==> src/rtl/ps2_key_pkg.sv <==
// Shared definitions for the PS/2 key queue: prefix codes, filter states and the queue entry layout.
package ps2_key_pkg;

    localparam logic [7:0] PS2_PREFIX_EXT   = 8'hE0;
    localparam logic [7:0] PS2_PREFIX_BREAK = 8'hF0;

    typedef enum logic {
        F_IDLE,
        F_HELD
    } filter_state_t;

    typedef struct packed {
        logic       flag;
        logic [7:0] code;
    } key_entry_t;

    function automatic logic is_prefix(input logic [7:0] code);
        return (code == PS2_PREFIX_EXT) || (code == PS2_PREFIX_BREAK);
    endfunction

endpackage

==> src/rtl/ps2_key_queue_if.sv <==
// Bundle of controller-side inputs and consumer-side outputs of the key queue.
interface ps2_key_queue_if #(
    parameter int DEPTH = 16
);
    localparam int CW = $clog2(DEPTH) + 1;

    logic [7:0]    PS2_code;
    logic          PS2_code_ready;
    logic          PS2_make_code;
    logic          Case_flag;
    logic          Clear;
    logic          Pop;
    logic [7:0]    Key_code;
    logic          Key_flag;
    logic          Key_valid;
    logic [CW-1:0] Count;
    logic          Overflow;

    modport master (
        output PS2_code, PS2_code_ready, PS2_make_code, Case_flag, Clear, Pop,
        input  Key_code, Key_flag, Key_valid, Count, Overflow
    );

    modport slave (
        input  PS2_code, PS2_code_ready, PS2_make_code, Case_flag, Clear, Pop,
        output Key_code, Key_flag, Key_valid, Count, Overflow
    );

endinterface

==> src/rtl/key_fifo.sv <==
// First-word-fall-through queue of key entries; the head register holds its last value when empty.
module key_fifo
    import ps2_key_pkg::*;
#(
    parameter int DEPTH = 16
) (
    input  logic                   clk,
    input  logic                   rst_n,
    input  logic                   clear,
    input  logic                   push,
    input  logic                   pop,
    input  key_entry_t             din,
    output key_entry_t             head,
    output logic [$clog2(DEPTH):0] count,
    output logic                   full,
    output logic                   empty
);
    localparam int AW = $clog2(DEPTH);
    localparam logic [AW:0] ONE        = (AW+1)'(1);
    localparam logic [AW:0] FULL_COUNT = (AW+1)'(DEPTH);

    key_entry_t    mem [DEPTH];
    key_entry_t    head_q;
    key_entry_t    head_next;
    logic [AW-1:0] rd_ptr;
    logic [AW-1:0] wr_ptr;
    logic [AW:0]   count_q;
    logic          do_pop;
    logic          do_push;

    assign full    = (count_q == FULL_COUNT);
    assign empty   = (count_q == '0);
    assign do_pop  = pop & ~empty & ~clear;
    assign do_push = push & (~full | do_pop) & ~clear;
    assign head    = head_q;
    assign count   = count_q;

    always_ff @(posedge clk) begin
        if (do_push) mem[wr_ptr] <= din;
    end

    // Head is pre-computed so it already shows the post-edge entry; with one entry
    // and push+pop together the next entry is the one being written, not yet in mem.
    always_comb begin
        head_next = head_q;
        if (do_pop) begin
            if (count_q > ONE) head_next = mem[rd_ptr + 1'b1];
            else if (do_push)  head_next = din;
        end else if (do_push && empty) begin
            head_next = din;
        end
    end

    always_ff @(posedge clk or negedge rst_n) begin
        if (!rst_n) begin
            rd_ptr  <= '0;
            wr_ptr  <= '0;
            count_q <= '0;
            head_q  <= '0;
        end else if (clear) begin
            rd_ptr  <= '0;
            wr_ptr  <= '0;
            count_q <= '0;
        end else begin
            head_q <= head_next;
            if (do_push) wr_ptr <= wr_ptr + 1'b1;
            if (do_pop)  rd_ptr <= rd_ptr + 1'b1;
            case ({do_push, do_pop})
                2'b10:   count_q <= count_q + 1'b1;
                2'b01:   count_q <= count_q - 1'b1;
                default: count_q <= count_q;
            endcase
        end
    end

endmodule

==> src/rtl/ps2_key_queue.sv <==
// PS/2 scan-code queue: edge-detects codes, filters prefixes and typematic repeats, buffers key presses.
module ps2_key_queue
    import ps2_key_pkg::*;
#(
    parameter int DEPTH         = 16,
    parameter int REPEAT_FILTER = 1
) (
    input logic            Clock_50,
    input logic            Resetn,
    ps2_key_queue_if.slave bus
);
    filter_state_t          state;
    logic [7:0]             held_code;
    logic                   ready_q;
    logic                   armed;
    logic                   overflow_q;
    logic                   code_event;
    logic                   accepted;
    logic                   make_ev;
    logic                   break_ev;
    logic                   repeat_hit;
    logic                   push_req;
    logic                   pop_ok;
    key_entry_t             entry_in;
    key_entry_t             head;
    logic [$clog2(DEPTH):0] count;
    logic                   full;
    logic                   empty;

    // armed stays low for the first edge after reset so a level already high is not an event
    assign code_event = bus.PS2_code_ready & ~ready_q & armed;
    assign accepted   = code_event & ~is_prefix(bus.PS2_code);
    assign make_ev    = accepted & bus.PS2_make_code;
    assign break_ev   = accepted & ~bus.PS2_make_code;
    assign repeat_hit = (state == F_HELD) && (bus.PS2_code == held_code);
    assign push_req   = make_ev & ~(repeat_hit && (REPEAT_FILTER != 0));
    assign pop_ok     = bus.Pop & ~empty;
    assign entry_in   = '{flag: bus.Case_flag, code: bus.PS2_code};

    key_fifo #(
        .DEPTH(DEPTH)
    ) u_fifo (
        .clk  (Clock_50),
        .rst_n(Resetn),
        .clear(bus.Clear),
        .push (push_req),
        .pop  (bus.Pop),
        .din  (entry_in),
        .head (head),
        .count(count),
        .full (full),
        .empty(empty)
    );

    always_ff @(posedge Clock_50 or negedge Resetn) begin
        if (!Resetn) begin
            state      <= F_IDLE;
            held_code  <= 8'h00;
            ready_q    <= 1'b0;
            armed      <= 1'b0;
            overflow_q <= 1'b0;
        end else begin
            ready_q <= bus.PS2_code_ready;
            armed   <= 1'b1;
            if (bus.Clear) begin
                state      <= F_IDLE;
                overflow_q <= 1'b0;
            end else begin
                if (push_req && full && !pop_ok) overflow_q <= 1'b1;
                if (make_ev) begin
                    state     <= F_HELD;
                    held_code <= bus.PS2_code;
                end else if (break_ev && repeat_hit) begin
                    state <= F_IDLE;
                end
            end
        end
    end

    assign bus.Key_code  = head.code;
    assign bus.Key_flag  = head.flag;
    assign bus.Key_valid = ~empty;
    assign bus.Count     = count;
    assign bus.Overflow  = overflow_q;

endmodule

==> src/flat_wrapper.sv <==
// flat-port wrapper written by rule: the top's interface ports become plain ports
module ps2_key_queue_flat import ps2_key_pkg::*;
#(
    parameter int DEPTH         = 16,
    parameter int REPEAT_FILTER = 1
)
  (Clock_50, Resetn, bus_PS2_code, bus_PS2_code_ready, bus_PS2_make_code, bus_Case_flag, bus_Clear, bus_Pop, bus_Key_code, bus_Key_flag, bus_Key_valid, bus_Count, bus_Overflow);
  ps2_key_queue_if #(.DEPTH(DEPTH)) bus_i ();
  input logic Clock_50;
  input logic Resetn;
  input wire logic [$bits(bus_i.PS2_code)-1:0] bus_PS2_code;
  input wire logic [$bits(bus_i.PS2_code_ready)-1:0] bus_PS2_code_ready;
  input wire logic [$bits(bus_i.PS2_make_code)-1:0] bus_PS2_make_code;
  input wire logic [$bits(bus_i.Case_flag)-1:0] bus_Case_flag;
  input wire logic [$bits(bus_i.Clear)-1:0] bus_Clear;
  input wire logic [$bits(bus_i.Pop)-1:0] bus_Pop;
  output wire logic [$bits(bus_i.Key_code)-1:0] bus_Key_code;
  output wire logic [$bits(bus_i.Key_flag)-1:0] bus_Key_flag;
  output wire logic [$bits(bus_i.Key_valid)-1:0] bus_Key_valid;
  output wire logic [$bits(bus_i.Count)-1:0] bus_Count;
  output wire logic [$bits(bus_i.Overflow)-1:0] bus_Overflow;
  assign bus_i.PS2_code = bus_PS2_code;
  assign bus_i.PS2_code_ready = bus_PS2_code_ready;
  assign bus_i.PS2_make_code = bus_PS2_make_code;
  assign bus_i.Case_flag = bus_Case_flag;
  assign bus_i.Clear = bus_Clear;
  assign bus_i.Pop = bus_Pop;
  assign bus_Key_code = bus_i.Key_code;
  assign bus_Key_flag = bus_i.Key_flag;
  assign bus_Key_valid = bus_i.Key_valid;
  assign bus_Count = bus_i.Count;
  assign bus_Overflow = bus_i.Overflow;
  ps2_key_queue #(.DEPTH(DEPTH), .REPEAT_FILTER(REPEAT_FILTER)) u_core (.Clock_50(Clock_50), .Resetn(Resetn), .bus(bus_i));
endmodule
==> config.mk <==
export PLATFORM = sky130hd
export DESIGN_NAME = ps2_key_queue_flat
export DESIGN_NICKNAME = d
export VERILOG_FILES = /design/src/rtl/ps2_key_pkg.sv /design/src/rtl/ps2_key_queue_if.sv /design/src/rtl/key_fifo.sv /design/src/rtl/ps2_key_queue.sv /design/src/flat_wrapper.sv
export SDC_FILE = /design/constraint.sdc
export NUM_CORES = 1
export LEC_CHECK = 0
export BUFFER_PORTS_ARGS = -buffer_cell sky130_fd_sc_hd__buf_4
export CORE_MARGIN = 2
export CORE_UTILIZATION = 49
export CTS_CLUSTER_DIAMETER = 150
export DETAILED_ROUTE_END_ITERATION = 6
export GPL_ROUTABILITY_DRIVEN = 0
export PLACE_DENSITY_LB_ADDON = 0.08
export SLEW_MARGIN = 10
export SYNTH_ARGS = -nofsm -noshare
export SYNTH_HDL_FRONTEND = slang
export SYNTH_SLANG_ARGS = --single-unit
==> constraint.sdc <==
create_clock -name Clock_50 -period 6.75 [get_ports Clock_50]
set_input_delay 1.35 -clock Clock_50 [delete_from_list [all_inputs] [get_ports Clock_50]]
set_output_delay 1.35 -clock Clock_50 [all_outputs]
set_load 0.02 [all_outputs]
==> metrics.md <==
| Metric | Value |
|---|---|
| Status | `complete, no violations` |
| I/O Pins | `31` |
| Die span in x | `129 um` |
| Core ar. | `15300 sq um` |
| Sequential element share of the synthesized area | `approximately two thirds` |
| Clock buffer depth | `2` |
| Initial DRC count | `318` |
| Peak supply drop | `0.237 mV` |
| First-pass GRT wire length | `between 20000 and 25000 um` |
| Largest net degree at the start of global routing | `40` |
| Total power | `3.29 mW` |
| Gr busiest metal | `met2` |
| Syn_nets | `473` |
| Vias after detailed routing | `4021` |
| H-tree Lvls | `4` |
| Die footprint | `16700 sq um` |
| P_leak | `around 2.9 nW` |
| Tcrit/Tclk final | `54.3%` |
| Post-CTS Resized | `0` |
| Synthesized cell area | `around 7700 sq um` |
| Postcts setup bufs | `0` |
| Grt total ovfl | `0` |
| Reg clk slew, reported paths | `around 60 ps` |
| Remaining antenna violation count | `0` |
| Vias per cell | `5.72` |
| TritonCTS Sinks | `178` |
| EDFF count, synth | `roughly 140` |
| GRT met3 Usage | `3.88%` |
| P&R area growth vs syn | `12.4%` |
| Final instance area | `~8600 sq um` |
| Critical Path Fanout Max | `20` |
| Setup Viol. Count Final | `0` |
| Vias in the first global route | `4067` |
| Initial antenna violation count | `0` |
| Total wire length | `15600 um` |
| DRC | `0` |
| Critical path capture point type | `flip-flop` |
| Worst Path Arrival | `3710 ps` |
| FP Rows | `45` |
| Placed Instances | `672` |
| Library cells used by synthesis | `56` |
| Num CTS Buffers | `17` |
| GR Util met1 | `28.8%` |
| # diodes | `0` |
| Final Slew Violations | `0` |
| Layout Cells excl Fill | `~700` |
| Least-Margin Pin Slew | `between 1000 and 1500 ps` |
| CTS tree | `done` |
| Synth Flop Type | `edfxtp_1` |
| Number of port buffers | `30` |
| # Max-Cap Violations | `0` |
| F_max | `273 MHz` |
| CP startpoint kind | `input port` |
| Cts hold-fix bufs | `0` |
| DP Area | `around 8000 sq um` |
| GRT met2 Usage | `~31%` |
| Root Driver | `clkbuf_16` |
| Share of layout cells above drive strength 1 | `24.0%` |
| Ys async rst share | `19.1%` |
| Endpoints failing hold | `0` |
| RSZ-0062 raised after global routing | `false` |
| Fill cell count | `1190` |
| Starting Density | `50.3%` |
| Synthesized area per cell | `17.1 sq um` |
| Worst rel slew slack | `27.3%` |
| Worst skew pair latency | `420 ps` |
| Synth Instances | `449` |
| DR WL/cell | `around 22 um` |
| Min Tclk post-route | `3670 ps` |
| GRT Overall Usage | `20.2%` |
| DP Wirelength | `9790 um` |
| DIE HEIGHT | `129 um` |
| Critical path required time | `6800 ps` |
| Drt pass-1 iters | `5` |
| Final net count | `504` |
| Worst clock skew | `roughly 6.9 ps` |
| Power Dens Cells | `381 nW/um^2` |
| Synth warn | `0` |
| Setup TNS Final | `0 ps` |
| Yosys reg bits | `~180` |
| WS Path Type | `input port to flip-flop` |
| Worst hold-check path type | `flip-flop to flip-flop` |
==> cells in the final DEF, fill, tap and decap left out, drive strengths merged, types with 10 or more instances in the layout <==
cell type,synthesis,final
a21oi,15,15
mux2i,16,16
nand2,12,12
clkbuf,7,19
xor2,14,14
nand3,15,15
edfxtp,144,144
nor3,15,15
mux4,36,36
dfrtp,34,34
buf,13,33
a211oi,10,10
nor2,34,34
==> report_power, final <==
part | internal (mW) | total [mW] | switching [mW]
Clock | 0.590 | 0.996 | 0.406
Sequential | 1.25 | 1.30 | 0.0552
Combinational | 0.437 | 0.990 | 0.553
==> metrics by stage <==
stage | hold WS, ps | utilization, % | setup WS (ps)
finish | 487 | 56.5 | 3080
global route | 517 | 56.5 | 2910
CTS | 494 | 56.5 | 3060
detailed placement | 480 | 52.6 | 2620
floorplan | 501 | - | 3600
global placement | 472 | 52.6 | 2640
==> registers in the layout, summed over array words and instances, names as in the netlist <==
register              cells
u_core.armed              1
u_core.bus.Overflow       1
u_core.held_code          8
u_core.ready_q            1
u_core.state              1
u_core.u_fifo.count       5
u_core.u_fifo.head        9
u_core.u_fifo.mem       144
u_core.u_fifo.rd_ptr      4
u_core.u_fifo.wr_ptr      4
==> cells by family after synthesis <==
group | after synthesis | share of synthesized area [%]
AND/OR/NAND/NOR | 102 | 6.92
adder cells (fa/ha/maj) | 9 | 1.47
XOR/XNOR | 18 | 2.40
buffers and inverters | 29 | 2.59
other | 1 | 0.0489
AO/OA/AOI/OAI | 52 | 5.02
multiplexers | 60 | 14.1
flip-flops | 178 | 67.5
==> area by class of cell <==
class	instances	area, sq um	area share, %
clock buffers	19	443	5.14
repair buffers	33	248	2.87
clock inverters	12	158	1.83
flip-flops and latches	178	5180	60.0
inverters	8	30.0	0.348
well taps	211	264	3.06
multi-input cells	242	2300	26.7
==> critical path: stages <==
cell and delay, ps:
buf_4 240, nor4_2 100, a41o_2 310, a31oi_2 140, buf_4 270, and2_1 300, nand3_1 210, nor2_1 790
==> Yosys cell counts (6+ instances only) <==
cell | count | area share (%)
a211oi_1 | 10 | 0.98
nor2_1 | 33 | 1.6
clkbuf_1 | 6 | 0.29
dfrtp_1 | 34 | 11
nor3_1 | 14 | 0.91
mux2_2 | 8 | 1.2
buf_6 | 6 | 0.88
xor2_1 | 13 | 1.5
mux2i_1 | 16 | 2.1
nand3_1 | 13 | 0.85
ha_1 | 9 | 1.5
mux4_2 | 31 | 9.1
nand2_1 | 12 | 0.59
inv_1 | 7 | 0.34
edfxtp_1 | 144 | 56
a21oi_1 | 15 | 0.98
==> metal layers <==
metal	vias to the layer above	share of wire, %
met5	-	0
met4	0	2.4
met3	24	3.4
met2	97	48
met1	2079	46
li1	1821	-
==> final timing paths <==
kind                       cells past startpoint                    from                       end  slack, ps
setup / recovery                               8         bus_PS2_code[2]  u_core.u_fifo.mem[15][5]       3080
hold / removal                                 2   u_core.u_fifo.head[7]     u_core.u_fifo.head[7]        490
setup reg to reg                               9  u_core.u_fifo.count[0]  u_core.u_fifo.mem[15][5]       3510
hold reg to reg                                2   u_core.u_fifo.head[7]     u_core.u_fifo.head[7]        490
max in group asynchronous                      1                  Resetn   u_core.u_fifo.rd_ptr[0]       5500
min in group asynchronous                      1                  Resetn   u_core.u_fifo.wr_ptr[3]        880
(Power assumes the default switching activity.)
